==> src/rtl/output_unit_pkg.sv <==
// ============================================================================
// Module      : output_unit_pkg
// Description : Shared router constants for the output unit: flit and
//               direction widths, downstream credit depth, credit counter
//               width helper and link state encoding.
// Revision    : 1.0 - initial release
// ============================================================================
`default_nettype none

// Router-wide defaults; a project router.vh included earlier takes precedence.
`ifndef ROUTER_WIDTH
`define ROUTER_WIDTH 32
`endif
`ifndef DIRECTION
`define DIRECTION 5
`endif
`ifndef ROUTER_FIFO_DEPTH
`define ROUTER_FIFO_DEPTH 4
`endif
`ifndef ROUTER_FIFO_SPLIT
`define ROUTER_FIFO_SPLIT 2
`endif

package output_unit_pkg;

    // Downstream input-buffer slots available to one output port.
    localparam int c_credit_max = `ROUTER_FIFO_DEPTH * `ROUTER_FIFO_SPLIT;

    // Link state encoding: one INIT cycle after reset, then RUN forever.
    typedef logic [0:0] link_state_t;
    localparam logic [0:0] c_st_init = 1'b0;
    localparam logic [0:0] c_st_run  = 1'b1;

    // Counter width able to hold 0..max_val inclusive.
    function automatic int cnt_width(input int max_val);
        return $clog2(max_val + 1);
    endfunction

endpackage

`default_nettype wire

==> src/rtl/output_unit_credit_counter.sv <==
// ============================================================================
// Module      : output_unit_credit_counter
// Description : Saturating downstream credit counter for one output port.
//               Decrements on any credit_decre bit, increments on a returned
//               credit, holds at 0 and at CREDIT_MAX instead of wrapping.
//               With OUTPUT_UNIT_CREDIT_CHECK_EN defined it also keeps sticky
//               {overflow, underflow} error flags.
// Revision    : 1.0 - initial release
// ============================================================================
`default_nettype none

module output_unit_credit_counter
    import output_unit_pkg::*;
#(
    parameter int CREDIT_MAX = c_credit_max,
    parameter int CNT_W      = cnt_width(CREDIT_MAX),
    parameter int DIR_W      = 5
)(
    input  logic             clk,
    input  logic             rst,
    input  logic             i_en,
    input  logic [DIR_W-1:0] i_decre,
    input  logic             i_inc,
    output logic [CNT_W-1:0] o_cnt
`ifdef OUTPUT_UNIT_CREDIT_CHECK_EN
    ,
    output logic [1:0]       o_err
`endif
);

    localparam logic [CNT_W-1:0] c_max = CNT_W'(CREDIT_MAX);

    logic [CNT_W-1:0] r_cnt;
    logic             w_dec;
    logic             w_at_zero;
    logic             w_at_max;

    // Several input units claiming the same slot still consume only one.
    assign w_dec     = |i_decre;
    assign w_at_zero = (r_cnt == '0);
    assign w_at_max  = (r_cnt == c_max);
    assign o_cnt     = r_cnt;

    // Saturating up/down count; simultaneous take and return cancel out.
    always_ff @(posedge clk) begin
        if (rst) begin
            r_cnt <= c_max;
        end else if (i_en) begin
            case ({w_dec, i_inc})
                2'b10: if (!w_at_zero) r_cnt <= r_cnt - CNT_W'(1);
                2'b01: if (!w_at_max)  r_cnt <= r_cnt + CNT_W'(1);
                default: r_cnt <= r_cnt;
            endcase
        end
    end

`ifdef OUTPUT_UNIT_CREDIT_CHECK_EN
    logic [1:0] r_err;
    logic       w_multi;

    // More than one decrement bit in a cycle is a protocol violation.
    assign w_multi = ((i_decre & (i_decre - DIR_W'(1))) != '0);
    assign o_err   = r_err;

    // Sticky error capture: bit1 overflow, bit0 underflow.
    always_ff @(posedge clk) begin
        if (rst) begin
            r_err <= 2'b00;
        end else if (i_en) begin
            if ((w_dec && !i_inc && w_at_zero) || w_multi) begin
                r_err[0] <= 1'b1;
            end
            if (i_inc && !w_dec && w_at_max) begin
                r_err[1] <= 1'b1;
            end
        end
    end
`endif

endmodule

`default_nettype wire

==> src/rtl/output_unit.sv <==
// ============================================================================
// Module      : output_unit
// Description : Router output port. Registers the crossbar flit toward the
//               downstream router (one cycle latency) and tracks downstream
//               buffer credits, advertising credit_avail to the input units.
//               A one-cycle INIT link state follows every reset.
//               Optional: define OUTPUT_UNIT_CREDIT_CHECK_EN to add the sticky
//               credit_err {overflow, underflow} output.
// Revision    : 1.0 - initial release
// ============================================================================
`default_nettype none

`ifndef ROUTER_WIDTH
`define ROUTER_WIDTH 32
`endif
`ifndef DIRECTION
`define DIRECTION 5
`endif

module output_unit
    import output_unit_pkg::*;
#(
    parameter int CREDIT_MAX = c_credit_max,
    parameter int CNT_W      = cnt_width(CREDIT_MAX)
)(
    input  logic                     clk,
    input  logic                     rst,
    input  logic                     st_valid,
    input  logic [`ROUTER_WIDTH-1:0] st_data,
    input  logic [`DIRECTION-1:0]    credit_decre,
    input  logic                     credit_in,
    output logic                     credit_avail,
    output logic                     out_data_valid,
    output logic [`ROUTER_WIDTH-1:0] out_data
`ifdef OUTPUT_UNIT_CREDIT_CHECK_EN
    ,
    output logic [1:0]               credit_err
`endif
);

    link_state_t              r_state;
    logic                     w_run;
    logic [CNT_W-1:0]         w_cnt;
    logic                     r_out_valid;
    logic [`ROUTER_WIDTH-1:0] r_out_data;

    assign w_run = (r_state == c_st_run);

    // Link state: INIT for exactly one cycle after reset, then RUN until reset.
    always_ff @(posedge clk) begin
        if (rst) begin
            r_state <= c_st_init;
        end else if (r_state == c_st_init) begin
            r_state <= c_st_run;
        end
    end

    // Output stage: valid follows st_valid, data only updates on a valid flit.
    always_ff @(posedge clk) begin
        if (rst) begin
            r_out_valid <= 1'b0;
            r_out_data  <= '0;
        end else begin
            r_out_valid <= st_valid;
            if (st_valid) begin
                r_out_data <= st_data;
            end
        end
    end

    assign out_data_valid = r_out_valid;
    assign out_data       = r_out_data;

    // Credits are only advertised once the link is running.
    assign credit_avail = w_run && (w_cnt != '0);

    output_unit_credit_counter #(
        .CREDIT_MAX (CREDIT_MAX),
        .CNT_W      (CNT_W),
        .DIR_W      (`DIRECTION)
    ) u_credit_counter (
        .clk     (clk),
        .rst     (rst),
        .i_en    (w_run),
        .i_decre (credit_decre),
        .i_inc   (credit_in),
        .o_cnt   (w_cnt)
`ifdef OUTPUT_UNIT_CREDIT_CHECK_EN
        ,
        .o_err   (credit_err)
`endif
    );

endmodule

`default_nettype wire

==> config.mk <==
export PLATFORM = sky130hd
export DESIGN_NAME = output_unit
export DESIGN_NICKNAME = d
export VERILOG_FILES = /design/src/rtl/output_unit_pkg.sv /design/src/rtl/output_unit_credit_counter.sv /design/src/rtl/output_unit.sv
export SDC_FILE = /design/constraint.sdc
export NUM_CORES = 1
export LEC_CHECK = 0
export CAP_MARGIN = 10
export CORE_UTILIZATION = 40
export CTS_CLUSTER_SIZE = 24
export DETAILED_ROUTE_END_ITERATION = 8
export PLACE_DENSITY = 0.9
export SETUP_SLACK_MARGIN = 0.2
export SLEW_MARGIN = 20
export SYNTH_ARGS = -nofsm -noshare
export SYNTH_HDL_FRONTEND = slang
export SYNTH_SLANG_ARGS = --single-unit
==> constraint.sdc <==
create_clock -name clk -period 2.9 [get_ports clk]
set_clock_uncertainty 0.05 [all_clocks]
set_input_delay 0.435 -clock clk [delete_from_list [all_inputs] [get_ports clk]]
set_output_delay 0.435 -clock clk [all_outputs]
set_load 0.01 [all_outputs]
==> run metrics <==
First-pass DRT Iterations=4; Post-synth EDFFs=0; CTS clk-pin slew, worst paths=0.07 ns; Final ANT Viol Nets=0; Post-Syn Instances=148; hold crit path type=reg -> reg; Cell Chain, Critical Path=clkdlybuf4s50_1 > nor3_1 > nand2_1 > inv_1 > ha_2 > inv_1 > ha_1 > a21o_2 > a21oi_4 > mux2i_1 > a2111oi_2; vias in the first global route=1,188; fin crit share=84.5%; die width=64.1 um; GP Congestion=0.825; kind of cell adding the most delay to the critical path=compound AO/OA/AOI/OAI gates; final design utilization=65.0%; sequential fraction of the synthesis area=49.4%; crit-path most repeated cell=inv_1; num rows=22; clock buffer depth=2; first-pass GRT wire length=5240 um; worst skew pair latency=0.28 ns; Iter 0 DRT Violations=42; fraction of layout cells with a size suffix above 1=7.62%; crit-path max FO=5; Yosys warning total=0; die area=4100 um2; die height=64.1 um; Distinct cells, synth=27; Rel. slew slack=37.4%; top-area cell type share of the netlist area=49.4%; syn nets=194; Async SR Flop Fraction=0%; Peak VDD IR=195 uV; status=completed; Routed WL per cell=11.9 um; Synth-to-Final Area Change=55.6%; total chip power=1.19 mW; Netlist Area Pre-Place=1540 um2; most common cell in the netlist=dfxtp_1; wire length on met1=1450 um; power per cell area=498 nW/um2; Req. time, crit path=3.03 ns; RSZ-0062 raised after global routing=false; total number of vias=1,276; hpwl dp=2360 um; Met3 Wirelength=226 um; Most used DFF post-synth=dfxtp_1; Slew Viols, Final=0; Total Wirelength=3240 um; Synth top cells by count=dfxtp_1 (38), mux2i_1 (35), nor2_1 (35); Avg Cell Area, Syn=10.4 um2; total grt overflow=0; Core ar.=3690 um2; dominant cell type by area after synthesis=dfxtp_1; maxcap violations=0; Root Buffer=clkbuf_8; multi-input logic area=726 um2; Starting Density=41.8%; setup bufs post-CTS=0; Crit-path slowest cell=clkdlybuf4s50_1; largest net degree at the start of global routing=37; CTS tree=built; Yosys reg bits=38; dominant cells by area after synthesis=dfxtp_1 (49%), mux2i_1 (23%), nor2_1 (8.5%); IO Port Bufs=74; ANT cells=0; Data arrival, critical path=2.58 ns; # fillers=307; CTS buffer count=5; final hold vios=0; critical path endpoint category=flop; I/O pin cnt=75; Tightest Pin Transition=0.939 ns; Nets=268; Via density=4.71; Leak=1.03 nW; total global-route track usage=16.6%; initial antenna violation count=0; Max stage delay on crit path=0.40 ns; Met2 Routed Length=1500 um; Total Neg Setup Slack=0 ns; CTS Sinks=38; WS Path Type=in -> reg; highest metal used=met4; Final setup viols=0; Remaining DRCs=0; H-tree levels=2; register area=761 um2; worst path buffer plus inverter count=3; Worst setup SP type=input pin; f_max=408 MHz; Final Critical Period=2.45 ns
==> power by group <==
group          switching (mW)  total, mW  internal [mW]  leakage (nW)
clock                   0.172      0.363          0.192        0.0482
sequential             0.0233      0.580          0.557         0.314
combinational          0.0961      0.250          0.154         0.667
==> metrics by stage <==
step | instance area [um2] | worst slack [ns] | hold slack, ns | cells
after detailed placement | 2300 | 0.100 | 0.434 | 263
after floorplan | 1540 | 0.640 | 0.421 | 148
final | 2400 | 0.450 | 0.447 | 271
after global placement | 2300 | 0.168 | 0.421 | 263
after global routing | 2400 | 0.245 | 0.469 | 271
after CTS | 2390 | 0.401 | 0.452 | 271
==> worst paths after layout <==
path,startpoint,to,slack [ns],cells after the start
setup / recovery,credit_decre[4],u_credit_counter.o_cnt[3]$_SDFFE_PP1P_,0.45,11
hold / removal,out_data[31]$_SDFFE_PP0P_,out_data[31]$_SDFFE_PP0P_,0.45,2
setup reg to reg,u_credit_counter.o_cnt[1]$_SDFFE_PP0P_,u_credit_counter.o_cnt[3]$_SDFFE_PP1P_,1.23,5
hold reg to reg,out_data[31]$_SDFFE_PP0P_,out_data[31]$_SDFFE_PP0P_,0.45,2
==> final cells by class <==
type	count	area share [%]
Clock inverter	1	0.209
Clock buffer	7	3.60
Inverter	4	0.627
Multi-Input combinational cell	98	30.3
Timing Repair Buffer	75	31.0
Sequential cell	38	31.7
Tap cell	48	2.51
==> timing repair <==
item	CTS	global route
hold buffers	0	0
setup endpoints to repair	0	1
resized for setup	0	1
==> cells by family after synthesis <==
logic type	Yosys count	share of synthesized area [%]
AO/OA/AOI/OAI	8	4.79
multiplexers	35	22.7
adder cells (fa/ha/maj)	5	4.55
buffers and inverters	12	3.65
XOR/XNOR	2	1.14
AND/OR/NAND/NOR	48	13.7
flip-flops	38	49.4
==> worst reg2reg max path, delay by kind of cell, from the launching register on <==
family	cells	cell delay [ns]
compound gates	3	0.74
fa+ha+maj	1	0.26
mux	1	0.10
flops	1	0.43
==> layer usage <==
layer  global-route usage [%]  up-vias
li1                         -      644
met1                     18.1      573
met2                     28.9       52
met3                     5.18        7
met4                     7.95        0
met5                        0        -
==> state kept, by name (all words and copies together), names as in the netlist <==
signal	count
out_data_valid	1
u_credit_counter.o_cnt	4
r_state	1
out_data	32
==> cell usage in the layout, fill, tap and decap left out <==
cell	instances
and2b_2	1
clkbuf_1	1
a21o_2	1
clkinv_2	1
dfxtp_1	38
nor2b_1	1
nor3b_1	1
o21ai_2	1
ha_2	1
a21oi_1	2
o211ai_1	1
buf_4	1
clkbuf_8	6
o21a_1	1
mux2i_1	35
a21oi_4	1
nand2b_1	1
nand2_1	2
inv_1	4
clkdlybuf4s50_1	73
nor3_1	3
or2_2	1
nand3_1	1
buf_2	1
or3_4	1
fa_1	1
ha_1	3
xor2_1	2
nor2_1	35
nand4_1	1
a2111oi_2	1
Note: power is estimated with default switching activity, not from simulation.
